`src/rtl/jtag_dr_tx_if.sv`:
```
// jtag_dr_tx_if -- word handshake between the clk48m-domain producer and
// the JTAG data-register transmitter.
//
// Signals:
//   tx_data  : word to send to the host (WIDTH bits)
//   tx_sel   : chain that consumes the word (0 = ER1, 1 = ER2)
//   tx_valid : single-cycle write strobe from the producer
//   tx_ready : holding register empty, driven by the transmitter
//   tx_done  : one-cycle pulse when the host has fully read the word
//
// Modports:
//   master : producer side (drives data/sel/valid)
//   slave  : transmitter side (drives ready/done)

interface jtag_dr_tx_if #(
  parameter int WIDTH = 32
);

  logic [WIDTH-1:0] tx_data;
  logic             tx_sel;
  logic             tx_valid;
  logic             tx_ready;
  logic             tx_done;

  modport master (
    output tx_data,
    output tx_sel,
    output tx_valid,
    input  tx_ready,
    input  tx_done
  );

  modport slave (
    input  tx_data,
    input  tx_sel,
    input  tx_valid,
    output tx_ready,
    output tx_done
  );

endinterface

```
`src/rtl/jtag_dr_tx.sv`:
```
// jtag_dr_tx -- sends one WIDTH-bit word to a JTAG host through the JTAGG
// ER1 or ER2 data register. The producer writes a word into a holding
// register; when the host captures the matching chain and shifts all WIDTH
// bits out, the word is consumed and tx_done pulses.
//
// Ports:
//   clk, rstn        : clk48m system clock, asynchronous active-low reset
//   jtck             : JTAGG JTCK, asynchronous to clk (at most clk/8)
//   jshift, jupdate  : JTAGG Shift-DR / Update-DR status
//   jce1, jce2       : JTAGG ER1 / ER2 capture-shift enables
//   jrstn            : JTAGG test-logic reset, active low
//   tx               : producer handshake (slave modport)
//   jtdo1, jtdo2     : JTAGG JTDO1 / JTDO2

module jtag_dr_tx #(
  parameter int WIDTH = 32,
  parameter int SYNC  = 2
) (
  input  logic        clk,
  input  logic        rstn,
  input  logic        jtck,
  input  logic        jshift,
  input  logic        jupdate,
  input  logic        jce1,
  input  logic        jce2,
  input  logic        jrstn,
  jtag_dr_tx_if.slave tx,
  output logic        jtdo1,
  output logic        jtdo2
);

  localparam int CW = $clog2(WIDTH + 1);

  typedef enum logic {
    IDLE,
    SHIFT
  } state_t;

  // Bit order of the bundled JTAG status inputs.
  localparam int B_TCK  = 0;
  localparam int B_SHF  = 1;
  localparam int B_UPD  = 2;
  localparam int B_CE1  = 3;
  localparam int B_CE2  = 4;
  localparam int B_RSTN = 5;

  logic [5:0]       jtag_pins;
  logic [5:0]       sync_q [SYNC];
  logic [5:0]       jtag_s;
  logic             jtck_prev;
  logic             tck_rise;
  logic             tck_fall;
  logic             capture;

  state_t           state;
  logic [WIDTH-1:0] hold_data;
  logic             hold_sel;
  logic             ready_q;
  logic             done_q;
  logic [WIDTH-1:0] shreg;
  logic [CW-1:0]    cnt;
  logic             chain;
  logic             match;

  assign jtag_pins = {jrstn, jce2, jce1, jupdate, jshift, jtck};
  assign jtag_s    = sync_q[SYNC-1];

  // Edges come from the synchronized jtck and its one-clk-older copy, so
  // every action lands one clk after the synchronized level changes.
  assign tck_rise = jtag_s[B_TCK] & ~jtck_prev;
  assign tck_fall = ~jtag_s[B_TCK] & jtck_prev;
  assign capture  = (jtag_s[B_CE1] | jtag_s[B_CE2]) & ~jtag_s[B_SHF];

  assign tx.tx_ready = ready_q;
  assign tx.tx_done  = done_q;

  // Multi-flop synchronizer chain for all JTAG inputs, plus the extra jtck
  // stage used for edge detection.
  always_ff @(posedge clk or negedge rstn) begin
    if (!rstn) begin
      for (int i = 0; i < SYNC; i++) begin
        sync_q[i] <= '0;
      end
      jtck_prev <= 1'b0;
    end else begin
      sync_q[0] <= jtag_pins;
      for (int i = 1; i < SYNC; i++) begin
        sync_q[i] <= sync_q[i-1];
      end
      jtck_prev <= jtag_s[B_TCK];
    end
  end

  // Holding register, capture/shift/update FSM and TDO drivers.
  // tx_done is raised at the consuming update and tx_ready only returns
  // high on the following cycle, so a write strobe coinciding with tx_done
  // still sees a full holding register and is dropped.
  // A JTAG test-logic reset aborts any transfer but leaves the pending word.
  always_ff @(posedge clk or negedge rstn) begin
    if (!rstn) begin
      state     <= IDLE;
      hold_data <= '0;
      hold_sel  <= 1'b0;
      ready_q   <= 1'b1;
      done_q    <= 1'b0;
      shreg     <= '0;
      cnt       <= '0;
      chain     <= 1'b0;
      match     <= 1'b0;
      jtdo1     <= 1'b0;
      jtdo2     <= 1'b0;
    end else begin
      done_q <= 1'b0;

      if (done_q) begin
        ready_q   <= 1'b1;
        hold_data <= '0;
        hold_sel  <= 1'b0;
      end else if (tx.tx_valid && ready_q) begin
        hold_data <= tx.tx_data;
        hold_sel  <= tx.tx_sel;
        ready_q   <= 1'b0;
      end

      if (!jtag_s[B_RSTN]) begin
        state <= IDLE;
        shreg <= '0;
        cnt   <= '0;
        match <= 1'b0;
        jtdo1 <= 1'b0;
        jtdo2 <= 1'b0;
      end else begin
        if (tck_rise) begin
          if (capture) begin
            chain <= jtag_s[B_CE2];
            cnt   <= '0;
            state <= SHIFT;
            if (!ready_q && (hold_sel == jtag_s[B_CE2])) begin
              shreg <= hold_data;
              match <= 1'b1;
            end else begin
              shreg <= '0;
              match <= 1'b0;
            end
          end else if (state == SHIFT && jtag_s[B_SHF]) begin
            shreg <= {1'b0, shreg[WIDTH-1:1]};
            if (cnt != CW'(WIDTH)) begin
              cnt <= cnt + 1'b1;
            end
          end else if (state == SHIFT && jtag_s[B_UPD]) begin
            state <= IDLE;
            match <= 1'b0;
            if (match && cnt == CW'(WIDTH)) begin
              done_q <= 1'b1;
            end
          end
        end

        if (tck_fall) begin
          jtdo1 <= ~chain & shreg[0];
          jtdo2 <=  chain & shreg[0];
        end
      end
    end
  end

endmodule

```
`src/flat_wrapper.sv`:
```
// flat-port wrapper written by rule: the top's interface ports become plain ports
module jtag_dr_tx_flat 
#(
  parameter int WIDTH = 32,
  parameter int SYNC  = 2
)
  (clk, rstn, jtck, jshift, jupdate, jce1, jce2, jrstn, jtdo1, jtdo2, tx_tx_data, tx_tx_sel, tx_tx_valid, tx_tx_ready, tx_tx_done);
  jtag_dr_tx_if #(.WIDTH(WIDTH)) tx_i ();
  input  logic clk;
  input  logic rstn;
  input  logic jtck;
  input  logic jshift;
  input  logic jupdate;
  input  logic jce1;
  input  logic jce2;
  input  logic jrstn;
  output logic jtdo1;
  output logic jtdo2;
  input wire logic [$bits(tx_i.tx_data)-1:0] tx_tx_data;
  input wire logic [$bits(tx_i.tx_sel)-1:0] tx_tx_sel;
  input wire logic [$bits(tx_i.tx_valid)-1:0] tx_tx_valid;
  output wire logic [$bits(tx_i.tx_ready)-1:0] tx_tx_ready;
  output wire logic [$bits(tx_i.tx_done)-1:0] tx_tx_done;
  assign tx_i.tx_data = tx_tx_data;
  assign tx_i.tx_sel = tx_tx_sel;
  assign tx_i.tx_valid = tx_tx_valid;
  assign tx_tx_ready = tx_i.tx_ready;
  assign tx_tx_done = tx_i.tx_done;
  jtag_dr_tx #(.WIDTH(WIDTH), .SYNC(SYNC)) u_core (.clk(clk), .rstn(rstn), .jtck(jtck), .jshift(jshift), .jupdate(jupdate), .jce1(jce1), .jce2(jce2), .jrstn(jrstn), .tx(tx_i), .jtdo1(jtdo1), .jtdo2(jtdo2));
endmodule
```
`config.mk`:
```
export PLATFORM = sky130hd
export DESIGN_NAME = jtag_dr_tx_flat
export DESIGN_NICKNAME = d
export VERILOG_FILES = /design/src/rtl/jtag_dr_tx_if.sv /design/src/rtl/jtag_dr_tx.sv /design/src/flat_wrapper.sv
export SDC_FILE = /design/constraint.sdc
export NUM_CORES = 1
export LEC_CHECK = 0
export BUFFER_PORTS_ARGS = -buffer_cell sky130_fd_sc_hd__buf_4
export CAP_MARGIN = 20
export CORE_UTILIZATION = 50
export DETAILED_ROUTE_END_ITERATION = 6
export PLACE_DENSITY = 0.7
export SLEW_MARGIN = 20
export SYNTH_ARGS = -nofsm -noshare
export SYNTH_HDL_FRONTEND = slang
export SYNTH_SLANG_ARGS = --single-unit
```
`constraint.sdc`:
```
create_clock -name clk -period 1.8 [get_ports clk]
set_clock_uncertainty 0.1 [all_clocks]
set_input_delay 0.27 -clock clk [delete_from_list [all_inputs] [get_ports clk]]
set_output_delay 0.27 -clock clk [all_outputs]
set_load 0.005 [all_outputs]
```
After elaboration in Yosys (flattened, before gate mapping). Cells that the tools add are included.

Bits in registers: 91. Output and inout port bits: 4. Logic and storage cells: 80.

Add/sub/neg operators: 1. Equality and inequality tests: 9. Multiplexer cells: 35. Bitwise logic cells: 10. Reduce and logical (&&, ||, !) cells: 11.

Operators with widths (count): 2-to-1 mux 32 bit (7); 2-to-1 mux 6 bit (5); 2-to-1 mux 1 bit (23); inequality test 3 bit (second input constant) (4); AND reduction 3 bit (3); adder 6 x 1 -> 6 bit (second input constant) (1); equality test 6 bit (second input constant) (1); inequality test 6 bit (second input constant) (1); AND 1 bit (5); logical AND 1 bit (5); inequality test 2 bit (second input constant) (2); inverter 1 bit (4); AND reduction 2 bit (1); nonzero test 2 bit (1); equality test 1 bit (1); zero test 1 bit (1); bitwise OR 1 bit (1).

Logic depth before layout (Yosys ltp).
Depth after elaboration: 8. Depth in mapped cells: 6. Depth with buffers taken out: 6.

Least setup slack after synthesis. Ideal clock, no wire load.

Kind: register to register. Start point: register u_core.jtck_prev. End point: register u_core.match. Setup time: 0.078 ns. Arrival time: 1.394 ns. Required time: 1.622 ns. Path slack: 0.228 ns. Stages on the path, launching flop included: 6. Cell sequence: dfrtp_1 nand3b_2 or2_1 nor3_4 buf_6 o21bai_1.

Word-level cells in the longest chain between the ends: 4.

RTL lines: from (decl) (line jtag_dr_tx.sv:50) `logic jtck_prev;`; from (signal assigned) (line jtag_dr_tx.sv:90) `jtck_prev <= jtag_s[B_TCK];`; inverter 1 bit (line jtag_dr_tx.sv:70) `assign tck_rise = jtag_s[B_TCK] & ~jtck_prev;`; AND 1 bit (line jtag_dr_tx.sv:70); inequality test 2 bit (no source line); AND reduction 3 bit (no source line); to (signal assigned) (line jtag_dr_tx.sv:109) `match <= 1'b0;`; to (signal assigned) (line jtag_dr_tx.sv:129) `match <= 1'b0;`; to (signal assigned) (line jtag_dr_tx.sv:140) `match <= 1'b1;`; to (decl) (line jtag_dr_tx.sv:63) `logic match;`.

Every way passes these cells. A chain may end at the register's enable or synchronous reset.

Worst setup path after layout.
Start point: register u_core.sync_q (netlist bit u_core.jtag_s[4]). End point: register u_core.shreg[10].

Word-level cells in the longest chain between the ends: 6. Elaborated cells on any way between the ends: 10.

RTL lines: from (decl) (line jtag_dr_tx.sv:48) `logic [5:0] sync_q [SYNC];`; from (signal, indexed assignment) (line jtag_dr_tx.sv:88) `sync_q[i] <= sync_q[i-1];`; equality test 1 bit (line jtag_dr_tx.sv:138) `if (!ready_q && (hold_sel == jtag_s[B_CE2])) begin`; logical AND 1 bit (line jtag_dr_tx.sv:138); 2-to-1 mux 32 bit (line jtag_dr_tx.sv:138); 2-to-1 mux 32 bit (line jtag_dr_tx.sv:134) `if (capture) begin`; 2-to-1 mux 32 bit (line jtag_dr_tx.sv:133) `if (tck_rise) begin`; 2-to-1 mux 32 bit (line jtag_dr_tx.sv:125) `if (!jtag_s[B_RSTN]) begin`; to (signal assigned) (line jtag_dr_tx.sv:139) `shreg <= hold_data;`; to (signal assigned) (line jtag_dr_tx.sv:146) `shreg <= {1'b0, shreg[WIDTH-1:1]};`; to (decl) (line jtag_dr_tx.sv:60) `logic [WIDTH-1:0] shreg;`.

Several ways; a longest one is shown, not always the timed one. The select of a mux whose other input is x is not followed.

==> impl_metrics.py <==
metrics = {
    "yosys": {
        "synth_top_family_by_area": "compound AO/OA/AOI/OAI gates",
        "synth_fp_nets": 314,
        "synth_compound_area_share_pct": 26.9,
        "yosys_warnings": 0,
        "syn_avg_cell_area_um2": 13.4,
        "synth-main-ff-cell": "dfrtp_1",
        "mappedNetlistArea_um2": 3610,
        "synth_seq_cells": 91,
        "yosys.area_share.xor_xnor_pct": 0,
        "async_reset_ff_share_pct": 100,
        "synth_mux_area_share_pct": 0.312,
        "synth-simple-area-share_pct": 5.72,
        "yosysSeqAreaShare_pct": 63.1,
        "synth.distinct_cells": 40,
        "synthAdderAreaFrac_pct": 0.693,
        "synth_edf_count": 0,
        "synthCells": 270,
    },
    "pwr": {
        "power_leakage_uw": 0.00243,
        "power_density_nw_per_um2": 851,
        "vdd_drop_max_mv": 0.538,
        "total_power_uw": 3840,
    },
    "cts": {
        "clkTransAtPathRegs_ps": 90,
        "cts_tree": "built",
        "worstSkewPairLatency_ps": 350,
        "clk_path_buf_depth": 2,
        "cts_root_buf": "clkbuf_8",
        "cts_max_level": 3,
        "cts_sinks": 91,
        "cts_made_buffers": 9,
    },
    "detailed_routing": {
        "drt_iter0_drc": 114,
        "viasPerCell": 5.82,
        "wirelength_mm": 7.35,
        "drt_first_pass_iters": 4,
        "num_vias": 2532,
        "drc": 0,
        "antenna_left": 0,
        "routedWlPerCell_um": 16.9,
    },
    "setup_path": {
        "path_cells": "or3_4 -> a31oi_4 -> buf_4 -> clkbuf_16 -> a22o_1 -> a21o_1",
        "r2r_slack_ps": 60,
        "reg2reg_depth": 6,
        "rr_startpoint": "u_core.jtag_s[4]",
        "slowest_delay_ps": 450,
        "crit_arrival_ps": 1930,
        "crit_path_top_delay_cell": "dfrtp_2",
        "worstPathMaxFanout": 16,
        "crit_family": "flip-flops",
        "startpoint_type": "register",
        "cp_num_buf_inv": 2,
        "cp_num_cells": 6,
        "cp-end-kind": "register",
        "r2r-end": "u_core.shreg[10]",
        "critPathKind": "register to register",
        "required_ps": 1990,
    },
    "grt": {
        "grt_max_degree": 34,
        "grt_pass1_vias": 2507,
        "grt_overflow": 0,
        "grt_util_all_layers_pct": 21.3,
        "antenna_found_initial": 0,
        "grt_pass1_wl_mm": 12.2,
    },
    "floorplan": {
        "core_um2": 6870,
        "die_height_um": 87.0,
        "initial_core_util_pct": 52.6,
        "io-pin-count": 46,
        "die_area_um2": 7570,
        "die_w_um": 87.0,
        "fp-row-count": 30,
    },
    "worst_hold_path": {
        "holdPathEnd": "u_core.hold_data[22]",
        "hp-class": "primary input to register",
        "min-delay-start": "tx_tx_data[22]",
        "hold_path_depth": 2,
    },
    "timing": {
        "slew_viol_final": 0,
        "fmax_ghz": 0.575,
        "setup_viol_count_final": 0,
        "hold_viol_final": 0,
        "worst_pin_slew_ps": 424,
        "max_slew_margin_pct": 71.8,
        "hold-worst-slack_ps": 30.2,
        "worst_slack_ps": 61.8,
        "fin_crit_sh_pct": 96.6,
        "min_period_ps": 1740,
    },
    "placement": {
        "place_ws_ps": 74.5,
        "hpwl_mm": 4.59,
        "place_congestion": 0.832,
        "dp_cells": 408,
        "port_buffers": 45,
    },
    "flow_run": {
        "max-cap-violations": 0,
    },
    "final_layout": {
        "fin_nets": 378,
        "drive_gt1_share_pct": 26.3,
        "insertedDiodeCount": 0,
        "layout_commonest_cell": "dfrtp_1",
        "syn2layout_area_growth_pct": 24.9,
        "final_cell_mix": "dfrtp_1 (89), a22o_1 (65), buf_4 (54)",
        "stdcell_count": 435,
    },
    "run_status": {
        "status": "finished, final reports clean",
    },
}
[flip-flops by register name, indices dropped and copies added (netlist names)]
signal and cells:
u_core.chain 1, u_core.cnt 6, u_core.hold_data 32, u_core.hold_sel 1, u_core.jtag_s 6, u_core.jtck_prev 1
u_core.jtdo1 1, u_core.jtdo2 1, u_core.match 1, u_core.shreg 32, u_core.state 1, u_core.sync_q 6
u_core.tx.tx_done 1, u_core.tx.tx_ready 1
[stage by stage]
stage          cell area [µm²]  util (%)  TNS [ps]
6_report                  4510      65.6         0
5_1_grt                   4510      65.6     -25.7
4_1_cts                   4430      64.5         0
3_5_place_dp              4140      60.3         0
3_3_place_gp              4140      60.3         0
2_1_floorplan             3610         -         0
[cell type report]
class                           instances  area [µm²]
Fill cell                             507        2360
Sequential cell                        91        2280
Multi-Input combinational cell        157        1230
Timing Repair Buffer                   68         626
Clock buffer                           10         128
Tap cell                               96         120
Clock inverter                          6        96.3
Inverter                                7        26.3
[kinds of logic after synthesis]
family | Yosys count
muxes | 1
DFF | 91
buffers and inverters | 22
adders and majority gates | 2
AOI/OAI and AO/OA | 119
and+or+nand+nor | 35
[cell usage after synthesis (3+ instances only)]
cell type / number / share of area (%)
and3_1: 3 / 0.52
buf_4: 3 / 0.62
nand3_1: 4 / 0.55
a21oi_1: 6 / 0.83
nand2_1: 6 / 0.62
inv_1: 7 / 0.73
nor3_1: 3 / 0.42
a22o_1: 65 / 16
nor2_1: 5 / 0.52
clkbuf_1: 8 / 0.83
a21o_1: 32 / 6.7
buf_6: 3 / 0.94
dfrtp_1: 90 / 62
[worst reg2reg max path, stage by stage (launching register included)]
cell       delay, ps
dfrtp_2          450
or3_4            400
a31oi_4          170
buf_4            180
clkbuf_16        180
a22o_1           130
a21o_1            80
[routing by layer]
metal | up-vias | routed length [µm] | track usage [%]
li1 | 1161 | - | -
met1 | 1301 | 3300 | 28.8
met2 | 64 | 3620 | 33.9
met3 | 6 | 373 | 5.88
met4 | 0 | 50 | 6.06
met5 | - | 0 | 0
[worst max-delay path by stage]
| stage | slack [ps] | end | startpoint |
|---|---|---|---|
| floorplan | 230 | u_core.match | u_core.jtck_prev |
| global placement | 160 | u_core.tx.tx_done | u_core.cnt[3] |
| detailed placement | 70 | u_core.cnt[1] | u_core.jtag_s[4] |
| CTS | 50 | u_core.cnt[1] | u_core.jtag_s[4] |
| global route | -30 | u_core.cnt[1] | u_core.jtag_s[4] |
| finish | 60 | u_core.shreg[10] | u_core.jtag_s[4] |
[report_power, final]
part / internal (µW) / switching (µW)
sequential: 2060 / 19.6
clock: 802 / 721
combinational: 121 / 109
[repair_timing]
item                                   4_1_cts  5_1_grt
setup buffers                                0        2
endpoints found under the hold margin       30        0
hold buffers                                 7        0
setup endpoints to repair                    0        6
resized for setup                            0        3
Note: power is estimated with default switching activity, not from simulation.
